==> config.mk <==
export PLATFORM = sky130hd
export DESIGN_NAME = param_pc_serial_unit
export DESIGN_NICKNAME = d
export VERILOG_FILES = /design/src/rtl/param_pc_serial_unit.sv
export SDC_FILE = /design/constraint.sdc
export NUM_CORES = 1
export LEC_CHECK = 0
export CORE_ASPECT_RATIO = 0.8
export CORE_MARGIN = 2
export CORE_UTILIZATION = 51
export DETAILED_ROUTE_END_ITERATION = 8
export GPL_ROUTABILITY_DRIVEN = 0
export HOLD_SLACK_MARGIN = 0.03
export PLACE_DENSITY = 0.84
export SLEW_MARGIN = 20
export SYNTH_ARGS = -nofsm -noshare
export SYNTH_HDL_FRONTEND = slang
export SYNTH_SLANG_ARGS = --single-unit
==> constraint.sdc <==
create_clock -name clk -period 3.7 [get_ports clk]
set_clock_uncertainty 0.05 [all_clocks]
set_input_delay 0.37 -clock clk [delete_from_list [all_inputs] [get_ports clk]]
set_output_delay 0.37 -clock clk [all_outputs]
set_load 0.005 [all_outputs]
==> src/rtl/param_pc_serial_unit.sv <==
// param_pc_serial_unit
//
// Purpose:
//   Program-counter unit for a bit-serial / subword-serial core. It holds the
//   architectural PC, assembles a branch/jump target one subword at a time
//   into addr_reg, and presents the PC and PC+4 values as rotating streams
//   so the narrow datapath can consume them one subword per cycle.
//
// Parameters:
//   P_NBITS   datapath subword width (1, 2, 4, 8, 16 or 32)
//   RESET_PC  PC value loaded by reset
//
// Ports:
//   clk          sole clock, all state on the rising edge
//   reset        synchronous, active-high
//   last_uop     final micro-op of the instruction; the PC commits
//   take_target  with last_uop: redirect to the assembled target
//   alu_sub      current ALU result subword
//   addr_en      write alu_sub into addr_reg at the current subword index
//   addr_dir     0 = subword index counts up, 1 = counts down
//   stream_en    rotate both PC streams by one subword
//   stream_sel   1 = stream_out carries PC+4, 0 = PC
//   trap_valid   trap redirect request (only with PC_TRAP_REDIRECT_EN)
//   trap_vec     trap vector (only with PC_TRAP_REDIRECT_EN)
//   stream_out   low subword of the selected stream
//   stream_last  stream_out is the final subword of the word
//   addr_reg     deserialised target address
//   pc           architectural PC
//
// Optional feature:
//   Define PC_TRAP_REDIRECT_EN to add the trap redirect ports; a trap then
//   has top priority when the PC commits.

module param_pc_serial_unit #(
  parameter int unsigned P_NBITS  = 4,
  parameter logic [31:0] RESET_PC = 32'h00080000
) (
  input  logic               clk,
  input  logic               reset,
  input  logic               last_uop,
  input  logic               take_target,
  input  logic [P_NBITS-1:0] alu_sub,
  input  logic               addr_en,
  input  logic               addr_dir,
  input  logic               stream_en,
  input  logic               stream_sel,
`ifdef PC_TRAP_REDIRECT_EN
  input  logic               trap_valid,
  input  logic [31:0]        trap_vec,
`endif
  output logic [P_NBITS-1:0] stream_out,
  output logic               stream_last,
  output logic [31:0]        addr_reg,
  output logic [31:0]        pc
);

  localparam int unsigned N  = 32 / P_NBITS;
  localparam int unsigned CW = (N > 1) ? $clog2(N) : 1;
  localparam logic [CW-1:0] LAST = CW'(N - 1);

  logic [CW-1:0] idx;
  logic [CW-1:0] idx_next;
  logic [CW-1:0] cnt;
  logic [31:0]   pc_stream;
  logic [31:0]   pc4_stream;
  logic [31:0]   pc_stream_rot;
  logic [31:0]   pc4_stream_rot;
  logic [31:0]   target;
  logic [31:0]   next_pc;

  // The jump target takes its top subword straight from the ALU in the
  // committing cycle, so the instruction does not need one more cycle to
  // store it first; the rest comes from what was already assembled.
  always_comb begin
    target = addr_reg;
    target[31 -: P_NBITS] = alu_sub;
  end

  // Next PC selection, trap first when the feature is built in.
  always_comb begin
    next_pc = pc + 32'd4;
    if (take_target) begin
      next_pc = target;
    end
`ifdef PC_TRAP_REDIRECT_EN
    if (trap_valid) begin
      next_pc = trap_vec;
    end
`endif
  end

  // Subword index steps modulo N in either direction so targets can be
  // assembled LSB-first or MSB-first.
  always_comb begin
    if (addr_dir) begin
      idx_next = (idx == '0) ? LAST : idx - 1'b1;
    end else begin
      idx_next = (idx == LAST) ? '0 : idx + 1'b1;
    end
  end

  // A full-width subword has nothing to rotate, and the narrower case must
  // not form an empty part-select, so the rotation is chosen at elaboration.
  generate
    if (P_NBITS == 32) begin : g_no_rot
      assign pc_stream_rot  = pc_stream;
      assign pc4_stream_rot = pc4_stream;
      assign stream_last    = 1'b1;
    end else begin : g_rot
      assign pc_stream_rot  = {pc_stream[P_NBITS-1:0], pc_stream[31:P_NBITS]};
      assign pc4_stream_rot = {pc4_stream[P_NBITS-1:0], pc4_stream[31:P_NBITS]};
      assign stream_last    = (cnt == LAST);
    end
  endgenerate

  assign stream_out = stream_sel ? pc4_stream[P_NBITS-1:0] : pc_stream[P_NBITS-1:0];

  // All state. The address write uses the index before any clear so a
  // write in the committing cycle still lands where expected; committing
  // reloads both streams and wins over a same-cycle rotate.
  always_ff @(posedge clk) begin
    if (reset) begin
      pc         <= RESET_PC;
      addr_reg   <= '0;
      idx        <= '0;
      cnt        <= '0;
      pc_stream  <= RESET_PC;
      pc4_stream <= RESET_PC + 32'd4;
    end else begin
      if (addr_en) begin
        addr_reg[32'(idx) * P_NBITS +: P_NBITS] <= alu_sub;
      end
      if (last_uop) begin
        idx <= '0;
      end else if (addr_en) begin
        idx <= idx_next;
      end
      if (last_uop) begin
        pc         <= next_pc;
        pc_stream  <= next_pc;
        pc4_stream <= next_pc + 32'd4;
        cnt        <= '0;
      end else if (stream_en) begin
        pc_stream  <= pc_stream_rot;
        pc4_stream <= pc4_stream_rot;
        cnt        <= (cnt == LAST) ? '0 : cnt + 1'b1;
      end
    end
  end

endmodule

---- Yosys cells after proc, flatten, opt, wreduce, memory -nomap -nowiden ----
Index checks and enable logic that the tools add are counted.
storage, ports and cells
  output and inout port bits .............. 69
  RAM bits ................................ 0
  register bits ........................... 134
  memory bits (read-only) ................. 0
  word-level logic and storage cells ...... 30
  memories ................................ 0
  input bits .............................. 12
  latch bits .............................. 0
cells by class
  add/sub/neg operators ................... 6
  divide/modulo/power cells ............... 0
  bitwise operators ....................... 0
  $mul .................................... 0
  mux-type cells .......................... 11
  shift operators ......................... 2
  equal/unequal tests ..................... 2
  reduce and logical (&&, ||, !) cells .... 3
  $lt $le $gt $ge ......................... 0
operator list
  operator                   number
  $mux W32                   5
  $add A32 B3 Y32 const B    2
  $neg A5 Y34                1
  $shift A4 B34 Y32 const A  1
  $shiftx A4 B34 Y32         1
  $bwmux W32                 1
  $mux W3                    4
  $add A3 B1 Y3 const B      2
  $eq A3 B3 Y1 const B       2
  $mux W4                    1
  $logic_not A3 Y1           1
  $sub A3 B1 Y3 const B      1
  $reduce_bool A2 Y1         1
  $reduce_or A2 Y1           1

---- Longest topological paths before layout ----
Gate-level depths: netlist (run 1).
  word-level depth ........................ 4
  depth in mapped cells ................... 11
  gate-level depth less buffers ........... 9

---- Worst setup path before layout (run 1) ----
OpenSTA, ideal clock, no wires.
  path kind ............................... reg-to-reg
  start ................................... register pc[2]
  end ..................................... register pc4_stream[29]
  required time ........................... 3.559 ns
  setup slack ............................. -0.033 ns
  period minus slack after synthesis ...... 3.733 ns
  arrival time ............................ 3.592 ns
  cell stages (with the launch flop) ...... 11
  library setup time ...................... 0.091 ns
  path buffers ............................ 1
  cell sequence ........................... dfxtp_1 ha_1 nand3_2 buf_6 or4_4 or3_1 a31o_1 or4b_4 or4_1 or3_1 a311oi_1
on the way
  word-level cells in the longest chain between the ends .. 4
RTL lines
  item                      line  text
  start: declaration        54    output logic [31:0] pc
  start signal: assignment  139   pc <= next_pc;
  $add A32 B3 Y32           81    next_pc = pc + 32'd4;
  $mux W32                  82    if (take_target) begin
  $add A32 B3 Y32           141   pc4_stream <= next_pc + 32'd4;
  $mux W32                  138   if (last_uop) begin
  end signal: assignment    128   pc4_stream <= RESET_PC + 32'd4;
  end signal: assignment    141
  end signal: assignment    145   pc4_stream <= pc4_stream_rot;
  end: declaration          65    logic [31:0] pc4_stream;
No other way between the ends.
A chain may end at the register's enable or synchronous reset.

---- Final worst setup path (run 1) ----
Same ends and word-level chain as after synthesis.

==> results by group, run 1 <==
Clock tree
  – Sink Count: 134
  – CTS buffer count: 17
  – CTS Buffer Depth: 2
  – Clock latency on the worst-skew pair: 0.42 ns
  – Maximum level of the CTS H-tree: 4
  – Clock Pin Slew Worst Setup and Hold Paths: 0.06 ns
  – Count of hold buffers inserted by post-cts repair: 0
  – Resized cells post-CTS: 0
  – Root Buffer Master: sky130_fd_sc_hd__clkbuf_16
  – Clock tree from TritonCTS: built

Critical path
  – Number of cells on the worst reg-to-reg path: 9
  – Biggest fanout along the worst timing path: 3
  – Data arrival, critical path: slightly below 4 ns
  – Start-to-end type of the worst setup path: reg2reg
  – Critical Path End Type: flip-flop
  – Slack of the worst reg-to-reg path: 0.05 ns
  – Crit path required time: 3.98 ns
  – Crit Reg-Reg Endpoint: pc4_stream[29]
  – Element type at the critical path start: flip-flop
  – Launch point of the worst reg-to-reg path: pc[2]

Synthesis
  – Cell area after technology mapping: between 7000 and 8000 um^2
  – Sequential share of the synthesized area: about 37%
  – Number of enable flip-flop cells after synthesis: 0
  – Post-synthesis cell count: 884
  – Post-synth ARST share: 0%
  – Post-synth top flop: sky130_fd_sc_hd__dfxtp_1
  – Count of synthesis-stage warnings from yosys: 0
  – Area share of the largest cell type after synthesis: a little under two fifths
  – Most numerous cell types in the synthesized netlist: 134 x sky130_fd_sc_hd__dfxtp_1, 98 x sky130_fd_sc_hd__nand2_1, 81 x sky130_fd_sc_hd__a21oi_1
  – Leading area contributor after synthesis: sky130_fd_sc_hd__dfxtp_1
  – Post-synthesis average cell area: 8.175 um^2
  – Most frequent cell after synthesis: sky130_fd_sc_hd__dfxtp_1
  – Biggest area contributors in the synthesized netlist: sky130_fd_sc_hd__dfxtp_1 37%, sky130_fd_sc_hd__a211oi_1 6.4%, sky130_fd_sc_hd__mux2i_1 5.8%
  – Post-synthesis net count: ~910
  – Library cells used by synthesis: 59
  – Synth Register Bits: 134

Floorplanning
  – Die width: around 140 um
  – Die footprint: between 15,000 and 20,000 um^2
  – Cell Rows: 38
  – Die height: 110.5 um
  – Top-level port count: 81
  – Starting Density: 52.78%
  – Area of the core: 13,690 um^2

Layout
  – Count of inserted antenna diode cells: 0
  – Utilization of the core after routing: roughly 66%
  – Fill cell count: 1,106
  – Final nets: approximately 990
  – Share of post-route cells with drive strength above 1: ~12%
  – Synth-to-Final Area Change: 24.31%

Hold path
  – Worst hold path depth: 2
  – Type of the worst min-delay path: in2reg
  – Hold Crit Start: reset
  – Destination of the worst hold path: pc_stream[27]

Timing
  – Shortest period the worst path allows: approximately 3.6 ns
  – Setup TNS after final layout: 0 ns
  – Worst Max-Slew Pin Slew: 0.9780 ns
  – Period Utilization, post-route: 98.58%
  – Final setup margin: approximately 0.052 ns
  – Hold violation total from the final report: 0
  – Highest clock frequency the design can meet: 0.2742 GHz
  – Final Max Tran Viols: 0
  – Setup repair after global routing missed its margin: no
  – Relative slew slack: 32.94%
  – Setup violation total in the final timing report: 0

Placed design
  – Pre-CTS setup slack: between 0.04 and 0.05 ns
  – PortBufs: 80
  – Detailed placement HPWL: 15.04 mm

Global route
  – Global route total overflow: 0
  – First-pass GRT wire length: 33.74 mm
  – Pin count of the biggest net entering global routing: 62
  – GRT Overall Usage: 28.13%
  – Initial antenna violation count: 1
  – Via count of the first global-routing pass: 6,225

Routing
  – Post-detailed-route via-to-cell ratio: 6.164
  – Average routed wire per standard cell: about 19 um
  – Count of antenna-violating nets left after detailed routing: 0
  – Number of iterations in the first detailed-routing pass: 6
  – Number of violations reported at the end of detailed-routing iteration 0: 807
  – Count of unresolved DRC violations after routing: 0
  – Total number of vias: 7,150
  – Routed wire length: 21.61 mm

Power and ir drop
  – P_leak: 3.322 nW
  – IR drop worst, VDD: 0.3683 mV
  – Power per cell area: 402.5 nW/um^2

Job
  – Maxcap violations: 0

Run status
  – Outcome: finished, final reports clean
==> power breakdown <==
part           leakage [nW]  switching, mW  internal (mW)
registers              1.10         0.0502           1.50
clock network         0.268          0.641           1.02
logic                  1.96          0.235          0.171
==> metal layers <==
metal  up-vias  GRT usage [%]  share of wire, %
met3        44          5.647               9.4
li1       3373              -                 -
met5         -              0             0.046
met1      3362          41.42                45
met4         2          8.797               1.9
met2       369          40.96                44
==> kinds of logic (layout without fill, tap and decap cells) <==
group / Yosys count / count (layout) / synth area share, %
adder cells (fa/ha/maj): 11 / 11 / 1.904
AO/OA/AOI/OAI: 213 / 213 / 18.73
flip-flops: 134 / 134 / 37.12
XOR/XNOR: 31 / 31 / 3.757
AND/OR/NAND/NOR: 347 / 347 / 24.98
multiplexers: 62 / 62 / 8.934
buffers and inverters: 86 / 182 / 4.571
==> stage by stage <==
stage	instance area [um^2]	total power [mW]	hold WS, ns	cells
floorplan	7232	1.825	0.4027	884
detailed placement	8403	1.973	0.4000	1128
CTS	8969	3.609	0.3961	1158
global placement	8403	1.963	0.3942	1128
global route	8984	3.724	0.4308	1160
finish	8984	3.616	0.3968	1160
==> worst max-delay path by stage <==
| stage | to | slack, ns | cells after the start | from |
|---|---|---|---|---|
| 3_3_place_gp | pc4_stream[29] | 0.10 | 9 | pc[2] |
| 3_5_place_dp | pc4_stream[29] | 0.04 | 9 | pc[2] |
| 2_1_floorplan | pc4_stream[29] | 0.03 | 10 | pc[2] |
| 5_1_grt | pc4_stream[29] | 0.02 | 9 | pc[2] |
| 6_report | pc4_stream[29] | 0.05 | 9 | pc[2] |
| 4_1_cts | pc4_stream[29] | 0.05 | 9 | pc[2] |
==> area by class of cell <==
| class | instances | area [um^2] | share of cell area (%) |
|---|---|---|---|
| Clock buffer | 22 | 464.2 | 5.167 |
| Clock inverter | 8 | 101.3 | 1.128 |
| Inverter | 18 | 67.56 | 0.7521 |
| Multi-Input combinational cell | 664 | 4217 | 46.94 |
| Sequential cell | 134 | 2685 | 29.89 |
| Tap cell | 180 | 225.2 | 2.507 |
| Timing Repair Buffer | 134 | 1224 | 13.62 |
==> worst max-delay path, cell delays in order (launching register included) <==
cell                       delay, ns
sky130_fd_sc_hd__dfxtp_2        0.33
sky130_fd_sc_hd__ha_2           0.19
sky130_fd_sc_hd__nand3_2        0.11
sky130_fd_sc_hd__or4_4          0.57
sky130_fd_sc_hd__or3_1          0.38
sky130_fd_sc_hd__a31o_1         0.27
sky130_fd_sc_hd__or4b_4         0.55
sky130_fd_sc_hd__or4_1          0.52
sky130_fd_sc_hd__or3_1          0.32
sky130_fd_sc_hd__a311oi_1       0.26
==> placed cells by master (no fill, tap or decap), drive strengths merged, types with 7 or more instances in the layout <==
cell and instances:
nor3 22, ha 11, nor2b 29, o21ai 24
nand2b 13, nor4 12, clkbuf 22, inv 17
clkdlybuf4s50 77, nand3 18, o31ai 7, a21oi 81
xor2 11, nand2 98, and3 13, mux2i 42
or4 8, mux2 20, and2 11, a211oi 62
dfxtp 134, nand4 34, a31oi 7, nor2 66
buf 57, xnor2 20, or3 8
==> timing repair <==
item | 4_1_cts | 5_1_grt
setup endpoints to repair | 0 | 1
setup buffers | 0 | 2
hold endpoints to repair | 0 | 0
No activity file was read; power rests on OpenSTA's default activity.
==> run 2, diff against run 1 <==
--- a/config.mk
+++ b/config.mk
@@ -12,7 +12,7 @@
 export GPL_ROUTABILITY_DRIVEN = 0
 export HOLD_SLACK_MARGIN = 0.03
 export PLACE_DENSITY = 0.84
-export SLEW_MARGIN = 20
+export SETUP_SLACK_MARGIN = 0.2
 export SYNTH_ARGS = -nofsm -noshare
 export SYNTH_HDL_FRONTEND = slang
 export SYNTH_SLANG_ARGS = --single-unit
==> results by group, run 2 (synthesis gave the netlist of run 1 again) <==
Placed design
  – Instance count after placement with tap cells included: 1,124 (-0.35%)
  – Standard cell area after detailed placement: 8376 um^2 (-0.33%)
  – Detailed placement HPWL: 15.28 mm (+1.6%)
  – PortBufs: 80 (unchanged)

Routing
  – Total number of vias: 7,241 (+1.3%)
  – Number of iterations in the first detailed-routing pass: 5 (-1)
  – Post-detailed-route via-to-cell ratio: 6.242 (+1.3%)
  – Number of violations reported at the end of detailed-routing iteration 0: 908 (+13%)
  – Routed wire length: 22.11 mm (+2.3%)
  – Average routed wire per standard cell: 19.06 um (+2.3%)
  – Count of unresolved DRC violations after routing: 0 (unchanged)
  – Count of antenna-violating nets left after detailed routing: 0 (unchanged)

Timing
  – Hold violation total from the final report: 0 (unchanged)
  – Worst Max-Slew Pin Slew: 0.8912 ns (-0.08678 ns)
  – Final Max Tran Viols: 0 (unchanged)
  – Relative slew slack: 40.13% (+7.2 points)
  – Period Utilization, post-route: 95.67% (-2.9 points)
  – Setup violation total in the final timing report: 0 (unchanged)
  – Highest clock frequency the design can meet: 0.2825 GHz (+3.0%)
  – Setup TNS after final layout: 0 ns (unchanged)
  – Setup repair after global routing missed its margin: yes
  – Shortest period the worst path allows: 3.540 ns (-0.1078 ns)

Critical path
  – Critical Path End Type: flip-flop
  – Data arrival, critical path: 3.82 ns (-0.10 ns)
  – Biggest fanout along the worst timing path: 10 (+7)
  – Element type at the critical path start: flip-flop
  – Crit path required time: 3.98 ns (about the same)
  – Start-to-end type of the worst setup path: reg2reg

Global route
  – Via count of the first global-routing pass: 6,574 (+5.6%)
  – Global route total overflow: 0 (unchanged)
  – GRT Overall Usage: 29.04% (+0.91 points)
  – First-pass GRT wire length: 34.76 mm (+3.0%)
  – Initial antenna violation count: 0 (-1)
  – Pin count of the biggest net entering global routing: 64 (+3.2%)

Floorplanning
  – Die footprint: 15,140 um^2 (unchanged)
  – Die width: 137.1 um (unchanged)
  – Top-level port count: 81 (unchanged)
  – Area of the core: 13,690 um^2 (unchanged)
  – Cell Rows: 38 (unchanged)
  – Die height: 110.5 um (unchanged)
  – Starting Density: 52.78% (unchanged)

Layout
  – Count of inserted antenna diode cells: 0 (unchanged)
  – Fill cell count: 1,121 (+1.4%)
  – Most frequent cells in the layout: 131 x sky130_fd_sc_hd__dfxtp_1, 98 x sky130_fd_sc_hd__nand2_1, 81 x sky130_fd_sc_hd__a21oi_1
  – Synth-to-Final Area Change: 24.77%
  – Utilization of the core after routing: 65.85% (+0.25 points)
  – Share of post-route cells with drive strength above 1: 12.86% (+0.71 points)
  – Final nets: 991 (-0.10%)
  – Most common cell after layout, fill and taps aside: sky130_fd_sc_hd__dfxtp_1
  – Post-route design area: 9017 um^2 (+0.38%)
  – Post-layout instance count excluding filler cells: 1,160 (unchanged)
  – Reg area: 2691 um^2 (+0.23%)
  – Area used by multi-input combinational logic: 4267 um^2 (+1.2%)

Job
  – Maxcap violations: 0 (unchanged)

Clock tree
  – Clock Pin Slew Worst Setup and Hold Paths: 0.06 ns (about the same)
  – Clock latency on the worst-skew pair: 0.42 ns (about the same)
  – CTS buffer count: 17 (unchanged)
  – Root Buffer Master: sky130_fd_sc_hd__clkbuf_16
  – Clock tree from TritonCTS: built
  – Maximum level of the CTS H-tree: 4 (unchanged)
  – Sink Count: 134 (unchanged)
  – CTS Buffer Depth: 2 (unchanged)

Power and ir drop
  – Power per cell area: 396.1 nW/um^2 (-1.6%)
  – Clock group share of total power: 45.1% (-0.8 points)
  – Switching share of power: 26.30% (+0.70 points)
  – NetSw: 0.9396 mW (+1.5%)
  – IR drop worst, VDD: 0.3123 mV (-15%)
  – Sequential fraction of design power: 43.5% (+0.6 points)
  – P_leak: 3.331 nW (+0.28%)
  – Total internal power: 2.632 mW (-2.2%)
  – Combinational Power Share: 11.4% (+0.2 points)

Hold path
  – Type of the worst min-delay path: in2reg

Run status
  – Outcome: finished, final reports clean
[run 2: changes by cell type in the layout (fill, tap and decap cells not counted), moves of 2 or more]
cell,change
sky130_fd_sc_hd__clkbuf_8,-2
sky130_fd_sc_hd__or3_4,+2
sky130_fd_sc_hd__dfxtp_4,+2
sky130_fd_sc_hd__or3_1,-2
[run 2: worst paths after layout]
path / from / end / slack (ns) / cells after the start
worst max register to register: pc[2] / pc4_stream[29] / 0.16 / 11
worst min register to register: addr_reg[30] / addr_reg[30] / 0.40 / 2
worst min-delay path: reset / pc_stream[27] / 0.33 / 2
worst max-delay path: pc[2] / pc4_stream[29] / 0.16 / 11
[run 2: power groups by stage]
stage	clock network [mW]	logic, mW	registers (mW)
final	1.61	0.407	1.55
after global routing	1.69	0.442	1.56
after CTS	1.62	0.395	1.55
after detailed placement	0	0.390	1.58
after global placement	0	0.381	1.58
after floorplan	0	0.261	1.56
[run 2: metrics by stage]
| stage | total power, mW | worst slack (ns) | hold slack [ns] |
|---|---|---|---|
| CTS | 3.565 | 0.2009 | 0.3261 |
| finish | 3.572 | 0.1601 | 0.3320 |
| detailed placement | 1.971 | 0.09369 | 0.4021 |
| global placement | 1.961 | 0.1742 | 0.3951 |
| global route | 3.688 | 0.06994 | 0.3384 |
| floorplan | 1.825 | 0.2240 | 0.4027 |
[run 2: area by class of cell]
cell class,instances,share of cell area [%]
Clock inverter,11,1.124
Timing Repair Buffer,133,13.39
Sequential cell,134,29.85
Clock buffer,20,5.078
Multi-Input combinational cell,664,47.32
Inverter,18,0.7493
Tap cell,180,2.498
[run 2: critical path, cell delays in order (launching register included)]
cell                        delay, ns
sky130_fd_sc_hd__dfxtp_4         0.38
sky130_fd_sc_hd__ha_4            0.16
sky130_fd_sc_hd__nand3_4         0.08
sky130_fd_sc_hd__buf_4           0.19
sky130_fd_sc_hd__nor4_2          0.48
sky130_fd_sc_hd__buf_4           0.24
sky130_fd_sc_hd__xnor2_1         0.06
sky130_fd_sc_hd__o21ai_0         0.43
sky130_fd_sc_hd__nand4bb_1       0.24
sky130_fd_sc_hd__or4_4           0.54
sky130_fd_sc_hd__or3_4           0.34
sky130_fd_sc_hd__a311oi_2        0.26
[run 2: repair_timing]
item | CTS | global route
endpoints found under the setup margin | 1 | 9
setup buffers | 2 | 3
pin swaps | 2 | 8
hold buffers | 0 | 0
resized for setup | 0 | 9
[run 2: routing by layer]
metal	share of wire [%]	wire (um)	track usage, %	vias to the layer above
met5	0	0	0	-
met4	2.8	618	11.27	0
met3	9.6	2129	6.520	67
met2	45	9869	43.22	410
met1	43	9486	40.62	3391
li1	-	-	-	3373
==> run 3, diff against run 2 <==
--- a/config.mk
+++ b/config.mk
@@ -9,7 +9,6 @@
 export CORE_MARGIN = 2
 export CORE_UTILIZATION = 51
 export DETAILED_ROUTE_END_ITERATION = 8
-export GPL_ROUTABILITY_DRIVEN = 0
 export HOLD_SLACK_MARGIN = 0.03
 export PLACE_DENSITY = 0.84
 export SETUP_SLACK_MARGIN = 0.2
==> results of run 3 <==
The final DEF is identical to that of run 2; final timing and power are the same.
